--- src/rtl/ntt_pkg.sv ---
// Shared types and constants for the NTT job scheduler and its arbiter.
package ntt_pkg;

    typedef enum logic [2:0] {
        S_IDLE,
        S_LOAD,
        S_START,
        S_RUN,
        S_UNLOAD,
        S_ABORT
    } sched_state_t;

    typedef enum logic [1:0] {
        OWN_NONE = 2'd0,
        OWN_REQ  = 2'd1,
        OWN_ENG  = 2'd2
    } bram_owner_t;

    localparam logic MODE_NTT  = 1'b0;
    localparam logic MODE_INTT = 1'b1;

endpackage

--- src/rtl/rr_arbiter.sv ---
// Combinational round-robin pick: lowest requesting index at or after ptr, wrapping.
module rr_arbiter #(
    parameter int NUM_REQ = 4,
    parameter int IDW     = $clog2(NUM_REQ)
) (
    input  logic [NUM_REQ-1:0] req,
    input  logic [IDW-1:0]     ptr,
    output logic               valid,
    output logic [IDW-1:0]     pick
);

    logic [IDW-1:0]     cand_idx [NUM_REQ];
    logic [NUM_REQ-1:0] cand_hit;

    // cand_idx[k] is the requester seen k places after the pointer
    genvar gi;
    generate
        for (gi = 0; gi < NUM_REQ; gi++) begin : g_cand
            assign cand_idx[gi] = IDW'((32'(ptr) + gi) % NUM_REQ);
            assign cand_hit[gi] = req[cand_idx[gi]];
        end
    endgenerate

    always_comb begin
        valid = |cand_hit;
        pick  = ptr;
        for (int i = NUM_REQ - 1; i >= 0; i--) begin
            if (cand_hit[i]) begin
                pick = cand_idx[i];
            end
        end
    end

endmodule

--- src/rtl/ntt_job_scheduler.sv ---
// Shares one NTT engine between NUM_REQ requesters: round-robin grant, then
// load / engine run / unload phases with a watchdog abort on a stuck engine.
module ntt_job_scheduler
    import ntt_pkg::*;
#(
    parameter int NUM_REQ = 4,
    parameter int TIMEOUT = 4096,
    parameter int CNT_W   = $clog2(TIMEOUT + 1),
    parameter int IDW     = $clog2(NUM_REQ)
) (
    input  logic               clk,
    input  logic               rst,
    input  logic [NUM_REQ-1:0] req,
    input  logic [NUM_REQ-1:0] req_mode,
    output logic [NUM_REQ-1:0] gnt,
    output logic [IDW-1:0]     owner_id,
    input  logic               load_done,
    input  logic               unload_done,
    output logic [NUM_REQ-1:0] job_done,
    output logic [NUM_REQ-1:0] job_err,
    output logic [1:0]         bram_owner,
    output logic               ntt_enable,
    output logic               ntt_mode,
    output logic               ntt_rst,
    input  logic               ntt_done,
    output logic               busy
);

    sched_state_t       state_reg;
    bram_owner_t        bram_reg;
    logic [NUM_REQ-1:0] gnt_reg;
    logic [IDW-1:0]     owner_reg;
    logic [IDW-1:0]     ptr_reg;
    logic [CNT_W-1:0]   wdog_reg;
    logic               mode_reg;
    logic               ntt_enable_reg;
    logic               ntt_mode_reg;
    logic               ntt_rst_reg;
    logic [NUM_REQ-1:0] job_done_reg;
    logic [NUM_REQ-1:0] job_err_reg;
    logic               busy_reg;

    logic               arb_valid;
    logic [IDW-1:0]     arb_pick;
    logic [IDW-1:0]     ptr_next;
    logic [NUM_REQ-1:0] pick_oh;
    logic [NUM_REQ-1:0] owner_oh;

    rr_arbiter #(
        .NUM_REQ (NUM_REQ),
        .IDW     (IDW)
    ) u_arb (
        .req   (req),
        .ptr   (ptr_reg),
        .valid (arb_valid),
        .pick  (arb_pick)
    );

    assign pick_oh  = {{(NUM_REQ-1){1'b0}}, 1'b1} << arb_pick;
    assign owner_oh = {{(NUM_REQ-1){1'b0}}, 1'b1} << owner_reg;
    assign ptr_next = (arb_pick == IDW'(NUM_REQ - 1)) ? '0 : arb_pick + IDW'(1);

    always_ff @(posedge clk) begin
        if (!rst) begin
            state_reg      <= S_IDLE;
            bram_reg       <= OWN_NONE;
            gnt_reg        <= '0;
            owner_reg      <= '0;
            ptr_reg        <= '0;
            wdog_reg       <= '0;
            mode_reg       <= MODE_NTT;
            ntt_enable_reg <= 1'b0;
            ntt_mode_reg   <= MODE_NTT;
            ntt_rst_reg    <= 1'b1;
            job_done_reg   <= '0;
            job_err_reg    <= '0;
            busy_reg       <= 1'b0;
        end else begin
            // single-cycle strobes fall back unless re-armed below
            ntt_enable_reg <= 1'b0;
            ntt_rst_reg    <= 1'b0;
            job_done_reg   <= '0;
            job_err_reg    <= '0;
            case (state_reg)
                S_IDLE: begin
                    if (arb_valid) begin
                        state_reg <= S_LOAD;
                        gnt_reg   <= pick_oh;
                        owner_reg <= arb_pick;
                        ptr_reg   <= ptr_next;
                        mode_reg  <= req_mode[arb_pick];
                        bram_reg  <= OWN_REQ;
                        busy_reg  <= 1'b1;
                    end
                end
                S_LOAD: begin
                    if (load_done) begin
                        state_reg      <= S_START;
                        bram_reg       <= OWN_ENG;
                        ntt_enable_reg <= 1'b1;
                        ntt_mode_reg   <= mode_reg;
                    end else if (!req[owner_reg]) begin
                        state_reg <= S_IDLE;
                        gnt_reg   <= '0;
                        bram_reg  <= OWN_NONE;
                        busy_reg  <= 1'b0;
                    end
                end
                S_START: begin
                    state_reg <= S_RUN;
                    wdog_reg  <= '0;
                end
                S_RUN: begin
                    // engine completion beats a watchdog expiry in the same cycle
                    if (ntt_done) begin
                        state_reg <= S_UNLOAD;
                        bram_reg  <= OWN_REQ;
                    end else if (wdog_reg == CNT_W'(TIMEOUT - 1)) begin
                        state_reg   <= S_ABORT;
                        ntt_rst_reg <= 1'b1;
                        job_err_reg <= owner_oh;
                        gnt_reg     <= '0;
                        bram_reg    <= OWN_NONE;
                    end else begin
                        wdog_reg <= wdog_reg + CNT_W'(1);
                    end
                end
                S_UNLOAD: begin
                    if (unload_done) begin
                        state_reg    <= S_IDLE;
                        job_done_reg <= owner_oh;
                        gnt_reg      <= '0;
                        bram_reg     <= OWN_NONE;
                        busy_reg     <= 1'b0;
                    end
                end
                S_ABORT: begin
                    state_reg <= S_IDLE;
                    busy_reg  <= 1'b0;
                end
                default: begin
                    state_reg <= S_IDLE;
                    gnt_reg   <= '0;
                    bram_reg  <= OWN_NONE;
                    busy_reg  <= 1'b0;
                end
            endcase
        end
    end

    assign gnt        = gnt_reg;
    assign owner_id   = owner_reg;
    assign job_done   = job_done_reg;
    assign job_err    = job_err_reg;
    assign bram_owner = bram_reg;
    assign ntt_enable = ntt_enable_reg;
    assign ntt_mode   = ntt_mode_reg;
    assign ntt_rst    = ntt_rst_reg;
    assign busy       = busy_reg;

endmodule

--- config.mk ---
export PLATFORM = sky130hd
export DESIGN_NAME = ntt_job_scheduler
export DESIGN_NICKNAME = d
export VERILOG_FILES = /design/src/rtl/ntt_pkg.sv /design/src/rtl/rr_arbiter.sv /design/src/rtl/ntt_job_scheduler.sv
export SDC_FILE = /design/constraint.sdc
export NUM_CORES = 1
export LEC_CHECK = 0
export BUFFER_PORTS_ARGS = -buffer_cell sky130_fd_sc_hd__buf_2
export CORE_MARGIN = 2
export CORE_UTILIZATION = 35
export CTS_BUF_LIST = sky130_fd_sc_hd__clkbuf_8
export DETAILED_ROUTE_END_ITERATION = 7
export PLACE_DENSITY = 0.67
export SKIP_CTS_REPAIR_TIMING = 1
export SLEW_MARGIN = 20
export SYNTH_ARGS = -nofsm -noshare
export SYNTH_HDL_FRONTEND = slang
export SYNTH_SLANG_ARGS = --single-unit
--- constraint.sdc ---
create_clock -name clk -period 1.6 [get_ports clk]
set_input_delay 0 -clock clk [delete_from_list [all_inputs] [get_ports clk]]
set_output_delay 0 -clock clk [all_outputs]
set_load 0.005 [all_outputs]
==> impl_metrics.py, run 1 <==
metrics = {
    "job": {
        "drv_cap": 0,
    },
    "clocking": {
        "cts.sink_count": 39,
        "path_clk_slew_ns": 0.08,
        "cts_root_buffer": "clkbuf_8",
        "cts_tree": "yes",
        "cts.path.max_buffers": 2,
        "clk_latency_ns": 0.29,
        "cts_buffers": 5,
        "htree_levels": 2,
    },
    "layout": {
        "nets": 306,
        "syn2layout_area_growth_pct": 37.8,
        "largest_reg_flops": 13,
        "drive_gt1_share_pct": 40.5,
        "num_antenna_cells": 0,
        "final_area_um2": 2690,
    },
    "sta": {
        "setup_violations": 7,
        "setup_slack_ns": -0.0930,
        "max_freq_mhz": 591,
        "hold_ws_ns": 0.0175,
        "slew_violations": 0,
        "max_slew.worst_pin.slew_ns": 0.559,
        "fin_skew_ns": 0.00717,
        "grt_setup_unrepaired": "true",
        "max_slew_margin_pct": 62.5,
        "min_period_ns": 1.69,
        "fin_crit_sh_pct": 106,
        "finalHoldViolCount": 0,
        "tns_ns": -0.420,
    },
    "global_route": {
        "grt_pass1_wl_mm": 7.65,
        "grt-ovfl-total": 0,
        "antenna_found_initial": 0,
        "grt_start_max_net_pins": 17,
        "grt_util_all_layers_pct": 15.2,
        "grt_pass1_vias": 1762,
    },
    "pwr": {
        "vdd.ir_drop.worst_mv": 0.620,
        "power_leakage_nw": 1.12,
        "powerDensity_nw_per_um2": 936,
        "finalPower_mw": 2.52,
    },
    "routing": {
        "first_pass_iters": 4,
        "final_antenna_net_count": 0,
        "wl_mm": 4.58,
        "via_per_inst": 5.01,
        "drc": 0,
        "drt-wirelength-per-cell_um": 12.7,
        "first_iter_violations": 60,
        "route.vias.total": 1809,
    },
    "status": {
        "outcome": "complete, but fails checks",
        "violations": "setup timing",
    },
    "die": {
        "ios": 33,
        "dieArea_um2": 6200,
        "initial_core_util_pct": 35.9,
        "core_area_um2": 5440,
        "rows": 27,
        "die_h_um": 78.7,
        "die_w_um": 78.7,
    },
    "critical_path": {
        "cp.required_ns": 1.79,
        "startpoint": "owner_id[1]",
        "worstPathArrival_ns": 1.89,
        "path_class": "reg -> reg",
        "ff2ff_path_depth": 6,
        "end_kind": "flip-flop",
        "r2r_start": "owner_id[1]",
        "crit_fanout": 3,
        "r2r-end": "bram_owner[0]",
        "reg2reg_slack_ns": -0.09,
        "crit_path_start_kind": "flip-flop",
    },
    "placement": {
        "placement.cell_area_um2": 2390,
        "dp_hpwl_mm": 3.27,
        "dp_slack_ns": -0.0957,
        "io_buffers": 32,
        "gp_congestion": 0.874,
    },
    "synth": {
        "synthCells": 225,
        "synth_ff_type": "dfxtp_1",
        "synthesis.area_um2": 1950,
        "synth_edf_count": 0,
        "yosysUniqueCellTypes": 50,
        "syn_nets": 243,
        "synthArstFlopShare_pct": 0,
        "yosysWarnings": 0,
        "avgSynthCellArea_um2": 8.69,
        "ys_seq_elements": 39,
        "yosysSeqAreaShare_pct": 39.9,
    },
    "worst_hold_path": {
        "worstHoldStart": "req_mode[1]",
        "hold_path.class": "in -> reg",
        "holdPathEnd": "mode_reg",
        "hold_depth": 3,
    },
}
==> metal layers <==
| layer | up-vias | routed length (µm) | global-route usage, % |
|---|---|---|---|
| li1 | 919 | - | - |
| met1 | 837 | 2080 | 19.1 |
| met2 | 48 | 2230 | 26.0 |
| met3 | 5 | 227 | 3.07 |
| met4 | 0 | 39 | 5.09 |
| met5 | - | 0 | 0 |
==> stage by stage <==
step	utilization, %	std cells
after global placement	44.0	348
after CTS	46.5	356
final	49.5	361
after detailed placement	44.0	348
after global routing	49.5	361
after floorplan	-	225
==> placed cells by master (no fill, tap or decap), types with 2 or more instances in the layout <==
cell type | Yosys | final
nand4_4 | 2 | 3
a21oi_2 | 1 | 2
inv_1 | 9 | 9
dfxtp_1 | 39 | 28
o21a_1 | 4 | 4
nand3_1 | 7 | 6
nor4_1 | 6 | 3
a21oi_1 | 14 | 13
and3_1 | 2 | 2
bufinv_16 | 0 | 2
o21ai_0 | 7 | 7
nand2_2 | 0 | 2
mux2i_1 | 7 | 7
buf_2 | 4 | 32
nor2b_1 | 4 | 4
dfxtp_2 | 0 | 10
nand2b_1 | 2 | 2
or3_1 | 3 | 3
nor4_2 | 1 | 4
buf_4 | 1 | 30
nor4_4 | 2 | 2
nor3_1 | 7 | 4
ha_1 | 5 | 4
nor3_2 | 1 | 4
nor2_1 | 29 | 23
clkbuf_8 | 0 | 5
nor2_2 | 0 | 5
xnor2_1 | 9 | 9
nand2_1 | 31 | 29
==> cell usage after synthesis (2+ instances only) <==
cell	n	area (µm²)
or4_1	2	15.0
nor2b_1	4	25.0
mux2i_1	7	70.1
nand3_1	7	35.0
nor4_1	6	37.5
o21ai_0	7	35.0
a21oi_1	14	70.1
clkbuf_1	2	7.51
nor2_1	29	109
nand4_4	2	42.5
and3_1	2	12.5
inv_1	9	33.8
nor3_1	7	35.0
buf_2	4	20.0
or3_1	3	18.8
nand2_1	31	116
nor4_4	2	42.5
o21a_1	4	30.0
ha_1	5	62.6
dfxtp_1	39	781
xnor2_1	9	78.8
nand2b_1	2	12.5
==> how the worst max path moves through the flow <==
stage / endpoint / slack, ns / cells after the start
floorplan: gnt[0] / -0.05 / 5
global placement: mode_reg / -0.07 / 6
detailed placement: gnt[1] / -0.1 / 5
CTS: gnt[1] / -0.11 / 5
global route: gnt[1] / -0.16 / 5
finish: bram_owner[0] / -0.09 / 6
==> logic make-up (layout without fill, tap and decap cells) <==
kind of cell / after synthesis / after routing / synth area share, %
AND/OR/NAND/NOR: 109 / 109 / 31.2
XOR/XNOR: 9 / 9 / 4.03
AO/OA/AOI/OAI: 38 / 38 / 13.1
adder cells (fa/ha/maj): 5 / 5 / 3.20
multiplexers: 8 / 8 / 4.74
buffers and inverters: 17 / 81 / 3.71
flip-flops: 39 / 39 / 39.9
==> final cells by class <==
| class | count | area [µm²] |
|---|---|---|
| Clock buffer | 5 | 68.8 |
| Clock inverter | 3 | 67.6 |
| Fill cell | 528 | 2750 |
| Inverter | 10 | 37.5 |
| Multi-Input combinational cell | 169 | 1240 |
| Sequential cell | 39 | 797 |
| Tap cell | 72 | 90.1 |
| Timing Repair Buffer | 63 | 397 |
==> worst max-delay path, stage by stage (launching register included) <==
cell	delay [ns]
dfxtp_4	0.35
mux4_2	0.51
buf_4	0.15
a22oi_2	0.13
nor3_2	0.08
o31a_1	0.27
o21a_1	0.10
==> power by group <==
part | total, mW | switching [mW] | internal [mW]
Sequential | 1.06 | 0.0372 | 1.02
Clock | 0.985 | 0.362 | 0.622
Combinational | 0.477 | 0.263 | 0.213
Total | 2.52 | 0.663 | 1.86
No activity file was read; power rests on OpenSTA's default activity.
==> run 2, diff against run 1 <==
--- a/config.mk
+++ b/config.mk
@@ -10,7 +10,6 @@
 export CORE_UTILIZATION = 35
 export CTS_BUF_LIST = sky130_fd_sc_hd__clkbuf_8
 export DETAILED_ROUTE_END_ITERATION = 7
-export PLACE_DENSITY = 0.67
 export SKIP_CTS_REPAIR_TIMING = 1
 export SLEW_MARGIN = 20
 export SYNTH_ARGS = -nofsm -noshare
==> run 2 against run 1 <==
The flow still finishes with violations (setup timing). Clock skew fell by 0.0013 ns. Critical path depth decreased by 1. Count of clock-buffer cells in the layout up 1. Die area stayed put. Sequential power about the same. Core utilization is 1.3 points lower. Clock power down 32%. Maximum frequency fell by 1.5%. Sequential cell count is the same. Largest power group unchanged. Highest routed layer unchanged.
==> impl_metrics.py, run 2 (synthesis results as in run 1) <==
metrics = {
    "sta": {
        "fin_crit_sh_pct": 107,
        "slew_violations": 0,
        "hold_ws_ns": 0.0172,
        "max_freq_mhz": 582,
        "min_period_ns": 1.72,
        "fin_skew_ns": 0.00590,
        "setup_slack_ns": -0.119,
        "setup_violations": 5,
        "grt_setup_unrepaired": "true",
        "max_slew.worst_pin.slew_ns": 0.479,
        "finalHoldViolCount": 0,
        "max_slew_margin_pct": 67.9,
    },
    "critical_path": {
        "r2r-end": "gnt[1]",
        "cp.required_ns": 1.81,
        "ff2ff_path_depth": 5,
        "crit_path_start_kind": "flip-flop",
        "crit_fanout": 4,
        "end_kind": "flip-flop",
        "reg2reg_slack_ns": -0.12,
        "r2r_start": "owner_id[1]",
        "worstPathArrival_ns": 1.93,
        "path_class": "reg -> reg",
    },
    "worst_hold_path": {
        "worstHoldStart": "req_mode[1]",
        "hold_depth": 3,
        "holdPathEnd": "mode_reg",
        "hold_path.class": "in -> reg",
    },
    "placement": {
        "io_buffers": 32,
        "gp_congestion": 0.862,
        "dp_hpwl_mm": 3.42,
    },
    "clocking": {
        "htree_levels": 2,
        "clk_latency_ns": 0.29,
        "cts_root_buffer": "clkbuf_8",
        "cts.sink_count": 39,
        "cts.path.max_buffers": 2,
        "cts_buffers": 5,
        "path_clk_slew_ns": 0.07,
        "cts_tree": "yes",
    },
    "die": {
        "rows": 27,
        "die_h_um": 78.7,
        "core_area_um2": 5440,
        "initial_core_util_pct": 35.9,
        "die_w_um": 78.7,
        "dieArea_um2": 6200,
        "ios": 33,
    },
    "layout": {
        "largest_reg_flops": 13,
        "syn2layout_area_growth_pct": 34.1,
        "drive_gt1_share_pct": 39.1,
        "fill_cells": 536,
        "num_antenna_cells": 0,
        "final-seq-area_um2": 797,
        "multiInputGateArea_um2": 1200,
        "nets": 307,
        "layout_common_cells": "buf_2 (32), buf_4 (31), nand2_1 (29)",
        "mostFrequentLayoutCell": "buf_2",
    },
    "routing": {
        "drc": 0,
        "first_iter_violations": 117,
        "route.vias.total": 1799,
        "first_pass_iters": 6,
        "wl_mm": 4.72,
        "via_per_inst": 4.98,
        "drt-wirelength-per-cell_um": 13.1,
        "final_antenna_net_count": 0,
    },
    "pwr": {
        "powerDensity_nw_per_um2": 842,
        "finalPower_mw": 2.21,
        "power_leakage_nw": 1.10,
        "vdd.ir_drop.worst_mv": 0.469,
    },
    "global_route": {
        "grt_pass1_wl_mm": 7.82,
        "grtUsageMet3_pct": 3.52,
        "grt-ovfl-total": 0,
        "grt_pass1_vias": 1708,
        "use_met2_pct": 27.1,
        "grt.met1_usage_pct": 20.1,
        "grt_util_all_layers_pct": 15.7,
        "grt_start_max_net_pins": 17,
        "antenna_found_initial": 0,
        "busiest_layer": "met2",
    },
    "job": {
        "drv_cap": 0,
    },
    "status": {
        "outcome": "complete, but fails checks",
        "violations": "setup timing",
    },
}
[run 2: worst max path at each step]
| stage | from | to | slack (ns) | cells after the start |
|---|---|---|---|---|
| 6_report | owner_id[1] | gnt[1] | -0.12 | 5 |
| 4_1_cts | owner_id[1] | gnt[1] | -0.14 | 5 |
| 3_5_place_dp | owner_id[1] | gnt[1] | -0.12 | 5 |
| 5_1_grt | wdog_reg[0] | gnt[3] | -0.22 | 6 |
| 3_3_place_gp | owner_id[1] | gnt[2] | -0.06 | 5 |
| 2_1_floorplan | owner_id[1] | gnt[0] | -0.05 | 5 |
[run 2: per-layer routing]
metal	vias up	wire (µm)
li1	912	-
met1	853	2140
met2	30	2380
met3	4	170
met4	0	36
met5	-	0
[run 2: per-stage QoR]
stage	cell area [µm²]	utilization, %	setup TNS [ns]	instances	worst slack [ns]
after floorplan	1980	-	-0.184	225	-0.0461
after detailed placement	2420	44.6	-0.523	352	-0.118
after global routing	2620	48.2	-1.20	361	-0.222
after CTS	2510	46.2	-0.667	359	-0.140
final	2620	48.2	-0.473	361	-0.119
after global placement	2420	44.6	-0.297	352	-0.0625
[run 2: cell type report]
type                            count  area share, %
Clock buffer                        6           3.15
Clock inverter                      1          0.191
Inverter                           10           1.43
Multi-Input combinational cell    169           46.0
Sequential cell                    39           30.4
Tap cell                           72           3.44
Timing Repair Buffer               64           15.4
[run 2: report_power, final]
group          total (mW)  internal, mW  leakage, nW  switching, mW
clock network       0.672         0.338       0.0470          0.334
registers            1.06          1.02        0.323         0.0367
logic               0.475         0.215        0.730          0.260
total                2.21          1.58         1.10          0.631
[run 2: critical path, cell delays in order (launching register included)]
cell and delay (ns):
dfxtp_4 0.35, mux4_2 0.51, nor2_2 0.11, a21oi_2 0.09, a211oi_4 0.36, mux2i_1 0.23
==> run 3, diff against run 2 <==
--- a/config.mk
+++ b/config.mk
@@ -5,12 +5,12 @@
 export SDC_FILE = /design/constraint.sdc
 export NUM_CORES = 1
 export LEC_CHECK = 0
+export ABC_CLOCK_PERIOD_IN_PS = 1600
 export BUFFER_PORTS_ARGS = -buffer_cell sky130_fd_sc_hd__buf_2
 export CORE_MARGIN = 2
 export CORE_UTILIZATION = 35
 export CTS_BUF_LIST = sky130_fd_sc_hd__clkbuf_8
 export DETAILED_ROUTE_END_ITERATION = 7
-export SKIP_CTS_REPAIR_TIMING = 1
 export SLEW_MARGIN = 20
 export SYNTH_ARGS = -nofsm -noshare
 export SYNTH_HDL_FRONTEND = slang
==> run 3 against run 2 <==
First-iteration DRC count shrank 23%. Design area grew 1.9%. The run still ends with setup timing left. Sequential power is essentially flat. Die area is the same. Via count grew 0.61%. Global-route usage is essentially flat. Sequential cell count is the same. Maximum frequency grew 4.9%. Cell count grew 0.55%.
==> impl_metrics.py, run 3 (synthesis results as in run 1) <==
metrics = {
    "pwr": {
        "power_leakage_nw": 1.12,
        "powerDensity_nw_per_um2": 830,
        "vdd.ir_drop.worst_mv": 0.459,
    },
    "layout": {
        "mostFrequentLayoutCell": "buf_2",
        "utilization_pct": 49.1,
        "largest_reg_flops": 13,
        "nets": 309,
        "syn2layout_area_growth_pct": 36.6,
        "drive_gt1_share_pct": 40.5,
        "layout_common_cells": "buf_2 (32), buf_4 (30), nand2_1 (29)",
        "num_antenna_cells": 0,
        "final_area_um2": 2670,
    },
    "routing": {
        "drc": 0,
        "first_pass_iters": 4,
        "first_iter_violations": 90,
        "drt-wirelength-per-cell_um": 13.3,
        "final_antenna_net_count": 0,
        "wl_mm": 4.81,
        "route.vias.total": 1810,
        "via_per_inst": 4.99,
    },
    "critical_path": {
        "path_class": "reg -> reg",
        "cp.required_ns": 1.81,
        "ff2ff_path_depth": 6,
        "end_kind": "flip-flop",
        "worstPathArrival_ns": 1.85,
        "r2r_start": "owner_id[1]",
        "r2r-end": "gnt[1]",
        "cp_cell_sequence": "mux4_2 -> nor2_2 -> a21oi_2 -> a211oi_4 -> buf_6 -> mux2i_1",
        "critPathBufInv": 1,
        "crit_path_start_kind": "flip-flop",
        "reg2reg_slack_ns": -0.04,
        "crit_family": "multiplexers",
        "cpPeakStageDelay_ns": 0.52,
        "crit_fanout": 4,
        "worst_path_max_delay_cell": "mux4_2",
    },
    "die": {
        "initial_core_util_pct": 35.9,
        "core_area_um2": 5440,
        "die_h_um": 78.7,
        "die_w_um": 78.7,
        "ios": 33,
        "rows": 27,
        "dieArea_um2": 6200,
    },
    "sta": {
        "grt_setup_unrepaired": "true",
        "fin_crit_sh_pct": 102,
        "max_slew_margin_pct": 67.8,
        "max_slew.worst_pin.slew_ns": 0.479,
        "max_freq_mhz": 610,
        "setup_violations": 4,
        "hold_ws_ns": 0.0196,
        "slew_violations": 0,
        "min_period_ns": 1.64,
        "setup_slack_ns": -0.0387,
        "finalHoldViolCount": 0,
        "fin_skew_ns": 0.00514,
        "tns_ns": -0.125,
    },
    "placement": {
        "dp_hpwl_mm": 3.42,
        "io_buffers": 32,
        "gp_congestion": 0.862,
        "placement.cell_area_um2": 2420,
        "dp_slack_ns": -0.118,
    },
    "clocking": {
        "cts.sink_count": 39,
        "htree_levels": 2,
        "cts_buffers": 5,
        "path_clk_slew_ns": 0.07,
        "cts_root_buffer": "clkbuf_8",
        "cts_tree": "yes",
        "clk_latency_ns": 0.28,
        "cts.path.max_buffers": 2,
    },
    "job": {
        "drv_cap": 0,
    },
    "worst_hold_path": {
        "hold_depth": 3,
        "hold_path.class": "in -> reg",
        "worstHoldStart": "req_mode[1]",
        "holdPathEnd": "mode_reg",
    },
    "global_route": {
        "grt_util_all_layers_pct": 15.7,
        "grt_start_max_net_pins": 17,
        "grt_pass1_vias": 1703,
        "grt-ovfl-total": 0,
        "antenna_found_initial": 0,
        "grt_pass1_wl_mm": 7.82,
    },
    "status": {
        "violations": "setup timing",
        "outcome": "complete, but fails checks",
    },
}
## run 3: layout make-up
cell class | instances | area, µm²
clock buffers | 6 | 82.6
repair buffers | 66 | 430
clock inverters | 1 | 5.00
inverters | 10 | 37.5
flip-flops and latches | 39 | 800
multi-input cells | 169 | 1220
well taps | 72 | 90.1
fillers | 524 | 2770
## run 3: worst max-delay path by stage
stage,start,to,slack [ns],depth (start not counted)
global route,owner_id[1],gnt[3],-0.13,6
CTS,owner_id[1],bram_owner[0],-0.04,5
finish,owner_id[1],gnt[1],-0.04,6
global placement,owner_id[1],gnt[2],-0.06,5
floorplan,owner_id[1],gnt[0],-0.05,5
detailed placement,owner_id[1],gnt[1],-0.12,5
## run 3: power by group
group	total, mW	switching (mW)	internal [mW]
Combinational	0.492	0.266	0.225
Sequential	1.06	0.0369	1.02
Clock	0.668	0.330	0.338
## run 3: worst register-to-register path, delay by kind of cell, from the launching register on
kind,cells,cell delay (ns)
AOI/OAI and AO/OA,2,0.26
buffers and inverters,1,0.15
DFF,1,0.35
muxes,2,0.70
and+or+nand+nor,1,0.12
## run 3: what timing repair did
item / CTS / global route
cloned: 0 / 1
buffers inserted: 1 / 2
endpoints found under the setup margin: 10 / 24
gates resized for setup: 5 / 32
pin swaps: 2 / 16
hold buffers: 0 / 0
## run 3: metal layers
layer,vias up,share of wire [%],global-route usage [%]
met3,4,3.2,3.52
met5,-,0,0
li1,920,-,-
met1,859,44,20.1
met2,27,52,27.3
met4,0,0.79,3.16
## run 3: metrics by stage
| step | power, mW | std cells |
|---|---|---|
| 2_1_floorplan | 1.35 | 225 |
| 4_1_cts | 2.22 | 360 |
| 3_3_place_gp | 1.52 | 352 |
| 3_5_place_dp | 1.53 | 352 |
| 6_report | 2.22 | 363 |
| 5_1_grt | 2.34 | 363 |
